--- src/rtl/arb_pkg.sv ---
// Shared types and constants for the two-port memory arbiter.
package arb_pkg;

  typedef enum logic [1:0] {
    ARB_IDLE,
    ARB_ISSUE,
    ARB_WAIT
  } arb_state_t;

  localparam int REQ_COUNT = 2;

endpackage

--- src/rtl/mem_port_arbiter_mux2.sv ---
// Two-input multiplexer used to steer requester payload onto the memory port.
module Multiplexer2 #(
  parameter int WIDTH = 1
) (
  input  logic [WIDTH-1:0] in1,
  input  logic [WIDTH-1:0] in2,
  input  logic             sel,
  output logic [WIDTH-1:0] out
);

  assign out = sel ? in2 : in1;

endmodule

--- src/rtl/mem_port_arbiter.sv ---
// Round-robin arbiter sharing one memory port between two requesters.
// The grant is held from issue until the granted requester's response returns.
//
// state     | meaning
// ARB_IDLE  | no transaction outstanding; arbitrate among valid requesters
// ARB_ISSUE | request driven to memory, waiting for mem_ready
// ARB_WAIT  | request accepted, waiting for mem_rvalid
module mem_port_arbiter
  import arb_pkg::*;
#(
  parameter int ADDR_WIDTH = 32,
  parameter int DATA_WIDTH = 32
) (
  input  logic                  clk,
  input  logic                  reset,
  input  logic                  req0_valid,
  input  logic [ADDR_WIDTH-1:0] req0_addr,
  input  logic [DATA_WIDTH-1:0] req0_wdata,
  input  logic                  req0_we,
  output logic                  req0_ready,
  output logic                  req0_rvalid,
  output logic [DATA_WIDTH-1:0] req0_rdata,
  input  logic                  req1_valid,
  input  logic [ADDR_WIDTH-1:0] req1_addr,
  input  logic [DATA_WIDTH-1:0] req1_wdata,
  input  logic                  req1_we,
  output logic                  req1_ready,
  output logic                  req1_rvalid,
  output logic [DATA_WIDTH-1:0] req1_rdata,
  output logic                  mem_valid,
  output logic [ADDR_WIDTH-1:0] mem_addr,
  output logic [DATA_WIDTH-1:0] mem_wdata,
  output logic                  mem_we,
  input  logic                  mem_ready,
  input  logic                  mem_rvalid,
  input  logic [DATA_WIDTH-1:0] mem_rdata,
  output logic                  grant_sel,
  output logic                  busy
);

  arb_state_t r_state;
  arb_state_t w_state_nxt;
  logic       r_grant_sel;
  logic       w_grant_nxt;
  logic       r_last_grant;

  logic [REQ_COUNT-1:0] w_req_valid;
  logic [REQ_COUNT-1:0] w_grant_onehot;
  logic [REQ_COUNT-1:0] w_ready;
  logic [REQ_COUNT-1:0] w_rvalid;

  assign w_req_valid    = {req1_valid, req0_valid};
  assign w_grant_onehot = r_grant_sel ? 2'b10 : 2'b01;

  always_ff @(posedge clk) begin
    if (reset) begin
      r_state      <= ARB_IDLE;
      r_grant_sel  <= 1'b0;
      r_last_grant <= 1'b1;
    end else begin
      r_state     <= w_state_nxt;
      r_grant_sel <= w_grant_nxt;
      if (r_state == ARB_WAIT && mem_rvalid) begin
        r_last_grant <= r_grant_sel;
      end
    end
  end

  always_comb begin
    w_state_nxt = r_state;
    w_grant_nxt = r_grant_sel;
    case (r_state)
      ARB_IDLE: begin
        if (|w_req_valid) begin
          w_state_nxt = ARB_ISSUE;
          case (w_req_valid)
            2'b01:   w_grant_nxt = 1'b0;
            2'b10:   w_grant_nxt = 1'b1;
            default: w_grant_nxt = ~r_last_grant;
          endcase
        end
      end
      ARB_ISSUE: begin
        if (mem_ready) begin
          w_state_nxt = ARB_WAIT;
        end
      end
      ARB_WAIT: begin
        if (mem_rvalid) begin
          w_state_nxt = ARB_IDLE;
        end
      end
      default: w_state_nxt = ARB_IDLE;
    endcase
  end

  // Handshakes are steered only to the granted port; rvalid outside WAIT is dropped.
  assign w_ready  = (r_state == ARB_ISSUE && mem_ready)  ? w_grant_onehot : '0;
  assign w_rvalid = (r_state == ARB_WAIT  && mem_rvalid) ? w_grant_onehot : '0;

  assign req0_ready  = w_ready[0];
  assign req1_ready  = w_ready[1];
  assign req0_rvalid = w_rvalid[0];
  assign req1_rvalid = w_rvalid[1];
  assign req0_rdata  = mem_rdata;
  assign req1_rdata  = mem_rdata;

  assign mem_valid = (r_state == ARB_ISSUE);
  assign busy      = (r_state == ARB_ISSUE) || (r_state == ARB_WAIT);
  assign grant_sel = r_grant_sel;

  Multiplexer2 #(.WIDTH(ADDR_WIDTH)) u_mux_addr (
    .in1 (req0_addr),
    .in2 (req1_addr),
    .sel (r_grant_sel),
    .out (mem_addr)
  );

  Multiplexer2 #(.WIDTH(DATA_WIDTH)) u_mux_wdata (
    .in1 (req0_wdata),
    .in2 (req1_wdata),
    .sel (r_grant_sel),
    .out (mem_wdata)
  );

  Multiplexer2 #(.WIDTH(1)) u_mux_we (
    .in1 (req0_we),
    .in2 (req1_we),
    .sel (r_grant_sel),
    .out (mem_we)
  );

endmodule

--- config.mk ---
export PLATFORM = sky130hd
export DESIGN_NAME = mem_port_arbiter
export DESIGN_NICKNAME = d
export VERILOG_FILES = /design/src/rtl/arb_pkg.sv /design/src/rtl/mem_port_arbiter_mux2.sv /design/src/rtl/mem_port_arbiter.sv
export SDC_FILE = /design/constraint.sdc
export NUM_CORES = 1
export LEC_CHECK = 0
export CAP_MARGIN = 20
export CELL_PAD_IN_SITES_DETAIL_PLACEMENT = 1
export CELL_PAD_IN_SITES_GLOBAL_PLACEMENT = 2
export CORE_MARGIN = 8
export CORE_UTILIZATION = 10
export CTS_CLUSTER_DIAMETER = 150
export DETAILED_ROUTE_END_ITERATION = 8
export MAX_ROUTING_LAYER = met4
export PLACE_DENSITY_LB_ADDON = 0.25
export SYNTH_ARGS = -nofsm -noshare
export SYNTH_HDL_FRONTEND = slang
export SYNTH_SLANG_ARGS = --single-unit
--- constraint.sdc ---
create_clock -name clk -period 1.52 [get_ports clk]
set_input_delay 0.304 -clock clk [delete_from_list [all_inputs] [get_ports clk]]
set_output_delay 0.304 -clock clk [all_outputs]
set_load 0.02 [all_outputs]
==> metrics.md, run 1 <==
| Metric | Value |
|---|---|
| Largest cells by area after synthesis | `mux2_2 (47%), buf_4 (31%), dfxtp_1 (5.2%)` |
| Setup Viol. Count Final | `65` |
| Met2 WL | `5.02 mm` |
| Clock sinks | `4` |
| Clock latency at the later pin of the worst-skew pair | `0.22 ns` |
| Area Overhead vs Synth | `158%` |
| Rows | `45` |
| # DRC | `0` |
| TritonCTS clock tree | `built` |
| Slew Viols, Final | `0` |
| First-pass GRT wire length | `13.1 mm` |
| RSZ-0062 raised after global routing | `yes` |
| Worst-path clk slew | `0.03 ns` |
| Yosys cell types | `16` |
| Critical Path Sink | `mem_wdata[1]` |
| Highest metal used | `met4` |
| Mean Syn Cell Area | `9.01 um^2` |
| DP Cell Count | `505` |
| Peak supply drop | `0.681 mV` |
| # H-tree levels | `1` |
| Initial antenna violation count | `0` |
| Pwr dens | `1120 nW/um^2` |
| I/O Buffers | `207` |
| Routed wl met3 | `777 um` |
| Hold Fails Final Rpt | `0` |
| Synthesized cell area | `1550 um^2` |
| Largest area contributor in the netlist | `mux2_2` |
| Placer Congestion | `0.787` |
| Dpl ws | `-0.399 ns` |
| 1st-iter DRT viols | `21` |
| Max Clk Rate | `596 MHz` |
| Reg2reg path depth | `5` |
| CP Capture Type | `output pin` |
| CP arrival | `1.37 ns` |
| Main synth FF type | `dfxtp_1` |
| Routed wire length | `9.82 mm` |
| Setup crit start | `grant_sel` |
| Vias per inst | `3.43` |
| Hold Crit Class | `register to register` |
| Final min period | `1.68 ns` |
| Post-synthesis register bit count | `4` |
| Mapped Cells | `172` |
| Worst-case clock buffer depth | `2` |
| Final WS setup | `-0.159 ns` |
| Vias in the first global route | `1931` |
| Reg2reg end | `r_state[1]` |
| Layout cell share with drive strength beyond 1 | `0.509` |
| Number of diodes | `0` |
| Global-route total usage across every layer | `0.0885` |
| Failing checks | `negative setup slack` |
| CTS buffer count | `3` |
| Die Span Y | `140 um` |
| Core Area | `15100 um^2` |
| Register area share after synthesis | `0.0517` |
| Largest net degree at the start of global routing | `16` |
| DRT antenna net count | `0` |
| Status | `finished, violations left` |
| R2r setup slk | `0.19 ns` |
| Asr flop ratio synth | `0` |
| Synth warn | `0` |
| Fillers | `1682` |
| P_leak | `0.00173 uW` |
| Wire per inst | `19.0 um` |
| CP Launch Type | `register` |
| DRT Pass-1 Iters | `4` |
| Hold_buf cts | `0` |
| Initial Util | `0.102` |
| Count leader, synth | `mux2_2` |
| Worst-path fanout max | `7` |
| Hpwl dp | `8.05 mm` |
| DR vias | `1777` |
| Die X | `140 um` |
| Synthesized Nets | `346` |
| R2r startpoint | `r_state[0]` |
| Final Non-Filler Cells | `518` |
| Relative slew margins | `0.823` |
| Share of the synthesized area in the top cell type | `0.473` |
| WL met1 | `3.97 mm` |
| Clk_skew | `0.00259 ns` |
| I/O pin total | `304` |
| Post-layout net count | `505` |
| Crit share post-route | `1.10` |
| Crit path kind | `register to output pin` |
| Post-synth top cells | `mux2_2 (65), buf_4 (64), buf_2 (8), inv_1 (7), ha_1 (6)` |
| Worst path required time | `1.22 ns` |
| Overflow after GRT | `0` |
| Max cap viols | `0` |
| Post-synth EDFFs | `0` |
| Worst-margin pin slew | `0.266 ns` |
| Root Buffer | `clkbuf_16` |
| Die ar. | `19700 um^2` |
==> power breakdown <==
group          internal [uW]  switching (uW)  leakage [uW]  total (uW)
clock                    346            73.6     0.0000382         420
sequential               150            52.4     0.0000343         203
combinational           2260            1580       0.00166        3850
total                   2760            1710       0.00173        4470
==> stage by stage <==
| step | power [uW] | hold WS (ns) | cell area [um^2] | setup TNS (ns) | util |
|---|---|---|---|---|---|
| 6_report | 4470 | 0.484 | 4000 | -7.69 | 0.264 |
| 5_1_grt | 4710 | 0.515 | 4000 | -10.41 | 0.264 |
| 4_1_cts | 3750 | 0.490 | 3450 | -10.71 | 0.228 |
| 3_5_place_dp | 3290 | 0.482 | 3450 | -22.47 | 0.228 |
| 3_3_place_gp | 3310 | 0.482 | 3450 | -22.12 | 0.228 |
| 2_1_floorplan | 1940 | 0.376 | 1550 | 0 | - |
==> cell type report <==
| cell class | count | area, um^2 | share of cell area |
|---|---|---|---|
| well taps | 188 | 235 | 0.0588 |
| flip-flops and latches | 4 | 86.3 | 0.0216 |
| clock buffers | 4 | 78.8 | 0.0197 |
| inverters | 7 | 26.3 | 0.00656 |
| multi-input cells | 89 | 1160 | 0.290 |
| repair buffers | 226 | 2410 | 0.603 |
==> critical path, stage by stage, from the launching register on <==
cell     delay (ns)
dfxtp_4        0.39
buf_12         0.15
buf_8          0.13
mux2_2         0.34
buf_6          0.13
==> worst min path at each step <==
stage / start / end / slack [ns] / cells after the start
floorplan: reset / grant_sel / 0.38 / 1
global placement: r_last_grant / r_last_grant / 0.48 / 1
detailed placement: r_last_grant / r_last_grant / 0.48 / 1
CTS: r_last_grant / r_last_grant / 0.49 / 1
global route: r_last_grant / r_last_grant / 0.52 / 1
finish: r_last_grant / r_last_grant / 0.48 / 1
==> registers in the layout, summed over array words and instances (netlist names) <==
| name | cells |
|---|---|
| r_state | 2 |
| grant_sel | 1 |
| r_last_grant | 1 |
==> logic make-up (layout without fill, tap and decap cells) <==
family / after synthesis / count (layout) / share of synthesized area
buffers and inverters: 79 / 237 / 0.353
AND/OR/NAND/NOR: 11 / 11 / 0.0372
multiplexers: 67 / 67 / 0.485
adder cells (fa/ha/maj): 6 / 6 / 0.0485
flip-flops: 4 / 4 / 0.0517
AO/OA/AOI/OAI: 5 / 5 / 0.0242
==> cell usage in the layout (no fill, tap or decap), drive strengths merged <==
master         netlist  routed
ha                   6       6
nand2                2       2
nand2b               4       4
and3                 2       2
buf                 72      85
dlymetal6s2s         0       2
clkdlybuf4s50        0     133
dfxtp                4       4
clkbuf               0       9
a211o                1       1
a311oi               1       1
clkdlybuf4s15        0       1
nor2                 3       3
mux2                65      65
inv                  7       7
a21oi                2       2
mux2i                2       2
a222oi               1       1
==> routing by layer <==
layer	vias to the layer above	global-route usage
met2	126	0.161
met3	8	0.0306
met4	0	0.00962
met1	803	0.0935
met5	-	-
li1	840	-
==> repair_timing <==
action	CTS	global route
pin swaps	0	4
cloned	1	4
setup buffers	4	1
endpoints found under the setup margin	72	74
resized for setup	345	141
(Power assumes the default switching activity.)
==> inputs of run 2 (changes only) <==
GPL_TIMING_DRIVEN = 0   (was unset)
==> metrics.md, run 2 (synthesis results as in run 1) <==
| Metric | Value |
|---|---|
| CP Launch Type | `register (unchanged)` |
| Die Span Y | `140 um (unchanged)` |
| Max reg flops | `2 (unchanged)` |
| Largest stage delay, worst path | `0.37 ns (was 0.39 ns)` |
| Die ar. | `19700 um^2 (unchanged)` |
| DRT antenna net count | `0 (unchanged)` |
| M2 GR Usage | `0.228 (was 0.161)` |
| Area Overhead vs Synth | `238% (was 158%)` |
| Biggest register | `r_state (unchanged)` |
| Clk_skew | `0.00131 ns (was 0.00259 ns)` |
| Vias per inst | `3.64 (was 3.43)` |
| Setup Viol. Count Final | `67 (was 65)` |
| Vias in the first global route | `2705 (was 1931)` |
| Final core occ | `0.346 (was 0.264)` |
| Register area | `85.1 um^2 (was 86.3 um^2)` |
| Clock sinks | `4 (unchanged)` |
| Slew Viols, Final | `0 (unchanged)` |
| CP Capture Type | `output pin (unchanged)` |
| 1st-iter DRT viols | `32 (was 21)` |
| Pwr dens | `982 nW/um^2 (was 1120 nW/um^2)` |
| Hpwl dp | `10.7 mm (was 8.05 mm)` |
| Multi-input gate area | `1200 um^2 (was 1160 um^2)` |
| Slowest library cell on the worst path | `dfxtp_4 (unchanged)` |
| Crit share post-route | `1.10 (about the same)` |
| Worst-path fanout max | `8 (was 7)` |
| M1 GR Usage | `0.108 (was 0.0935)` |
| Worst-case clock buffer depth | `2 (unchanged)` |
| Relative slew margins | `0.822 (was 0.823)` |
| Worst-margin pin slew | `0.267 ns (was 0.266 ns)` |
| Sum Neg Setup Slack | `-8.30 ns (was -7.69 ns)` |
| Peak supply drop | `0.739 mV (was 0.681 mV)` |
| Crit path kind | `register to output pin (unchanged)` |
| # H-tree levels | `1 (unchanged)` |
| Hold Crit Class | `register to register (unchanged)` |
| Final min period | `1.67 ns (was 1.68 ns)` |
| Post-layout net count | `631 (was 505)` |
| Clock latency at the later pin of the worst-skew pair | `0.23 ns (was 0.22 ns)` |
| I/O pin total | `304 (unchanged)` |
| Crit path cell chain | `buf_12 -> clkbuf_16 -> mux2_4 -> buf_6 (was buf_12 -> buf_8 -> mux2_2 -> buf_6)` |
| P_leak | `0.00233 uW (was 0.00173 uW)` |
| CP Buf/Inv Count | `3 (unchanged)` |
| Final WS setup | `-0.149 ns (was -0.159 ns)` |
| Max Clk Rate | `599 MHz (was 596 MHz)` |
| I/O Buffers | `271 (was 207)` |
| GR Layer Usage met3 | `0.0432 (was 0.0306)` |
| Rows | `45 (unchanged)` |
| # DRC | `0 (unchanged)` |
| Top Usage Layer GRT | `met2 (unchanged)` |
| DRT Pass-1 Iters | `4 (unchanged)` |
| Most frequent cells in the layout | `clkdlybuf4s50_1 (199), buf_6 (69), buf_4 (65) (was clkdlybuf4s50_1 (133), buf_6 (64), mux2_4 (54))` |
| CP arrival | `1.37 ns (about the same)` |
| Status | `finished, violations left (unchanged)` |
| TritonCTS clock tree | `built (unchanged)` |
| Initial Util | `0.102 (unchanged)` |
| Cell family with most CP delay | `buffers and inverters (unchanged)` |
| CTS buffer count | `3 (unchanged)` |
| Hold Fails Final Rpt | `0 (unchanged)` |
| Root Buffer | `clkbuf_16 (unchanged)` |
| Routed wire length | `12.9 mm (was 9.82 mm)` |
| Core Area | `15100 um^2 (unchanged)` |
| Failing checks | `negative setup slack (unchanged)` |
| First-pass GRT wire length | `17.4 mm (was 13.1 mm)` |
| Commonest non-fill, non-tap cell in the layout | `clkdlybuf4s50_1 (unchanged)` |
| Worst-path clk slew | `0.03 ns (about the same)` |
| Wire per inst | `19.9 um (was 19.0 um)` |
| Largest net degree at the start of global routing | `11 (was 16)` |
| Layout cell share with drive strength beyond 1 | `0.503 (was 0.509)` |
| Worst path required time | `1.22 ns (about the same)` |
| Overflow after GRT | `0 (unchanged)` |
| Placer Congestion | `0.803 (was 0.787)` |
| Fillers | `1682 (unchanged)` |
| Die X | `140 um (unchanged)` |
| Max cap viols | `0 (unchanged)` |
| DR vias | `2352 (was 1777)` |
| Global-route total usage across every layer | `0.117 (was 0.0885)` |
| RSZ-0062 raised after global routing | `yes (unchanged)` |
| Initial antenna violation count | `3 (was 0)` |
[run 2: cell type report]
cell class | count | area share
antenna | 3 | 0.00143
timing repair buffer | 280 | 0.568
clock buffer | 3 | 0.0143
tap | 188 | 0.0449
inverter | 7 | 0.00501
sequential | 4 | 0.0162
multi-input combinational | 89 | 0.228
buffer | 72 | 0.121
[run 2: what timing repair did]
action | 4_1_cts | 5_1_grt
gates cloned | 1 | 6
endpoints found under the setup margin | 73 | 73
buffers inserted | 2 | 1
pin swaps | 1 | 3
hold buffers | 0 | 0
resized for setup | 418 | 121
[run 2: where the power goes]
group          internal (uW)  total (uW)  switching [uW]
Clock                    337         417            80.3
Combinational           2680        4540            1860
Sequential               148         195            46.8
Total                   3160        5150            1990
[run 2: per-stage QoR]
| step | hold slack [ns] | total power, uW | instance area (um^2) | instances | worst slack [ns] |
|---|---|---|---|---|---|
| final | 0.476 | 5150 | 5240 | 646 | -0.149 |
| after detailed placement | 0.465 | 3590 | 4500 | 631 | -0.588 |
| after floorplan | 0.376 | 1940 | 1550 | 172 | 0.00977 |
| after global placement | 0.463 | 3580 | 4500 | 631 | -0.612 |
| after global routing | 0.485 | 5410 | 5240 | 646 | -0.203 |
| after CTS | 0.474 | 4460 | 4730 | 637 | -0.201 |
[run 2: routing by layer]
metal	share of wire	wire, um
met1	0.36	4570
met2	0.55	7040
met3	0.086	1100
met4	0.011	140
met5	0	0
[run 2: worst paths after layout]
path	start	to	slack (ns)	depth (start not counted)
worst max-delay path	grant_sel	mem_wdata[27]	-0.15	4
worst min-delay path	r_last_grant	r_last_grant	0.48	1
worst max register to register	r_state[0]	r_state[0]	0.12	5
worst min register to register	r_last_grant	r_last_grant	0.48	1
[run 2: worst register-to-register path: stages (launching register included)]
cell      delay (ns)
dfxtp_2         0.37
inv_1           0.08
ha_2            0.21
a222oi_1        0.31
buf_4           0.18
mux2i_1         0.17
==> inputs of run 3 (changes only) <==
CTS_BUF_LIST = sky130_fd_sc_hd__clkbuf_16   (was unset)
SLEW_MARGIN = 10   (was unset)
clock period = 2 ns   (was 1.52 ns; I/O delays follow)
==> metrics.md, run 3 (synthesis results as in run 1) <==
| Metric | Value |
|---|---|
| Largest net degree at the start of global routing | `11 (unchanged)` |
| Hpwl dp | `10.7 mm (unchanged)` |
| Setup Viol. Count Final | `0 (was 67)` |
| Sw Ratio | `0.442 (was 0.386)` |
| Die Span Y | `140 um (unchanged)` |
| Rows | `45 (unchanged)` |
| I/O Buffers | `271 (unchanged)` |
| DRT Pass-1 Iters | `4 (unchanged)` |
| Worst-path fanout max | `10 (was 8)` |
| Hold Fails Final Rpt | `0 (unchanged)` |
| Fillers | `1773 (was 1682)` |
| DRT antenna net count | `0 (unchanged)` |
| Peak supply drop | `0.516 mV (was 0.739 mV)` |
| Crit share post-route | `0.973` |
| I/O pin total | `304 (unchanged)` |
| P_leak | `0.00192 uW (was 0.00233 uW)` |
| Core Area | `15100 um^2 (unchanged)` |
| Die ar. | `19700 um^2 (unchanged)` |
| CP Launch Type | `register (unchanged)` |
| Area Overhead vs Synth | `182% (was 238%)` |
| TritonCTS clock tree | `built (unchanged)` |
| 1st-iter DRT viols | `26 (was 32)` |
| Hold Crit Class | `register to register (unchanged)` |
| Routed wl met3 | `1.09 mm (was 1.10 mm)` |
| CP Capture Type | `output pin (unchanged)` |
| Max cap viols | `0 (unchanged)` |
| Hold_ws | `0.468 ns (was 0.476 ns)` |
| DR vias | `2264 (was 2352)` |
| Final WS setup | `0.0539 ns (was -0.149 ns)` |
| R2r setup slk | `0.45 ns (was 0.12 ns)` |
| Die X | `140 um (unchanged)` |
| Worst-margin pin slew | `0.541 ns (was 0.267 ns)` |
| Post-layout net count | `623 (was 631)` |
| Slew Viols, Final | `0 (unchanged)` |
| Global-route total usage across every layer | `0.113 (was 0.117)` |
| Most frequent cells in the layout | `clkdlybuf4s50_1 (200), mux2_2 (65), buf_4 (65) (was clkdlybuf4s50_1 (199), buf_6 (69), buf_4 (65))` |
| Crit path cell chain | `buf_6 -> buf_6 -> mux2_2 -> dlygate4sd2_1 (was buf_12 -> clkbuf_16 -> mux2_4 -> buf_6)` |
| Routed wire length | `11.7 mm (was 12.9 mm)` |
| Clock power frac | `0.112 (was 0.081)` |
| Met2 WL | `6.47 mm (was 7.04 mm)` |
| Root Buffer | `clkbuf_16 (unchanged)` |
| Commonest non-fill, non-tap cell in the layout | `clkdlybuf4s50_1 (unchanged)` |
| Max reg flops | `2 (unchanged)` |
| CTS buffer count | `3 (unchanged)` |
| # H-tree levels | `1 (unchanged)` |
| Slowest library cell on the worst path | `mux2_2 (was dfxtp_4)` |
| Worst-path clk slew | `0.03 ns (about the same)` |
| Sw Pwr | `1240 uW (was 1990 uW)` |
| Most frequent CP cell | `buf_6` |
| Hold_buf cts | `0 (unchanged)` |
| Overflow after GRT | `0 (unchanged)` |
| WL met1 | `4.08 mm (was 4.57 mm)` |
| Crit path kind | `register to output pin (unchanged)` |
| Pwr dens | `646 nW/um^2 (was 982 nW/um^2)` |
| Clock sinks | `4 (unchanged)` |
| Placer Congestion | `0.803 (unchanged)` |
| Largest stage delay, worst path | `0.34 ns (was 0.37 ns)` |
| Comb pwr share | `0.842 (was 0.881)` |
| Max Clk Rate | `514 MHz` |
| Tot Pwr | `2820 uW (was 5150 uW)` |
| # DRC | `0 (unchanged)` |
| Dpl ws | `-0.204 ns (was -0.588 ns)` |
| Worst-case clock buffer depth | `2 (unchanged)` |
| Highest metal used | `met4 (unchanged)` |
| CP arrival | `1.55 ns (was 1.37 ns)` |
| Internal power | `1570 uW (was 3160 uW)` |
| First-pass GRT wire length | `16.8 mm (was 17.4 mm)` |
| Clk_skew | `0.00111 ns (was 0.00131 ns)` |
| Initial Util | `0.102 (unchanged)` |
| Final min period | `1.95 ns` |
| Vias per inst | `3.55 (was 3.64)` |
| Relative slew margins | `0.639 (was 0.822)` |
| Reg power frac | `0.046 (was 0.038)` |
| Biggest register | `r_state (unchanged)` |
| Final core occ | `0.288 (was 0.346)` |
| Layout cell share with drive strength beyond 1 | `0.447 (was 0.503)` |
| CP Buf/Inv Count | `3 (unchanged)` |
| Initial antenna violation count | `2 (was 3)` |
| Worst path required time | `1.60 ns (was 1.22 ns)` |
| Status | `finished, final reports clean (was finished, violations left)` |
| Vias in the first global route | `2639 (was 2705)` |
| Sum Neg Setup Slack | `0 ns (was -8.30 ns)` |
| RSZ-0062 raised after global routing | `yes (unchanged)` |
| Wire per inst | `18.4 um (was 19.9 um)` |
| Clock latency at the later pin of the worst-skew pair | `0.23 ns (about the same)` |
| Cell family with most CP delay | `buffers and inverters (unchanged)` |
==> run 3: changes by cell type in the layout (fill, tap and decap cells not counted), sizes merged, moves of 2 or more <==
cell and delta:
buf -72, clkbuf +49, clkdlybuf4s15 +3, dlygate4sd2 +9, dlymetal6s2s +2
==> run 3: power groups by stage <==
stage / logic (uW) / clock network (uW) / registers, uW
2_1_floorplan: 1340 / 0 / 131
3_3_place_gp: 2590 / 0 / 128
3_5_place_dp: 2600 / 0 / 127
4_1_cts: 2460 / 328 / 129
5_1_grt: 2540 / 335 / 135
6_report: 2370 / 315 / 129
==> run 3: per-layer routing <==
layer  GRT usage  up-vias
li1            -     1073
met1       0.105     1040
met2       0.222      145
met3      0.0418        6
met4      0.0141        0
met5           -        -
==> run 3: area by class of cell <==
class / instances / area, um^2 / area share
clock buffers: 3 / 75.1 / 0.0172
inverters: 7 / 26.3 / 0.00603
well taps: 188 / 235 / 0.0539
multi-input cells: 89 / 922 / 0.211
diodes: 2 / 5.00 / 0.00115
flip-flops and latches: 4 / 80.1 / 0.0184
plain buffers: 72 / 582 / 0.133
repair buffers: 272 / 2430 / 0.558
==> run 3: stage by stage <==
stage,instances,area [um^2]
finish,637,4360
floorplan,172,1550
CTS,634,4530
global route,637,4360
detailed placement,631,4500
global placement,631,4500
==> run 3: worst paths after layout <==
| path | from | end | depth (start not counted) |
|---|---|---|---|
| max | grant_sel | mem_wdata[16] | 4 |
| min reg2reg | r_last_grant | r_last_grant | 1 |
| max reg2reg | r_state[0] | r_state[0] | 4 |
| min | r_last_grant | r_last_grant | 1 |
==> run 3: worst reg2reg max path, stage by stage (launching register included) <==
cell      delay (ns)
dfxtp_1         0.39
inv_1           0.09
ha_1            0.23
a222oi_1        0.53
mux2i_1         0.24
==> run 3: timing repair <==
item,CTS,global route
setup endpoints to repair,69,65
resized for setup,87,120
setup buffers,0,1
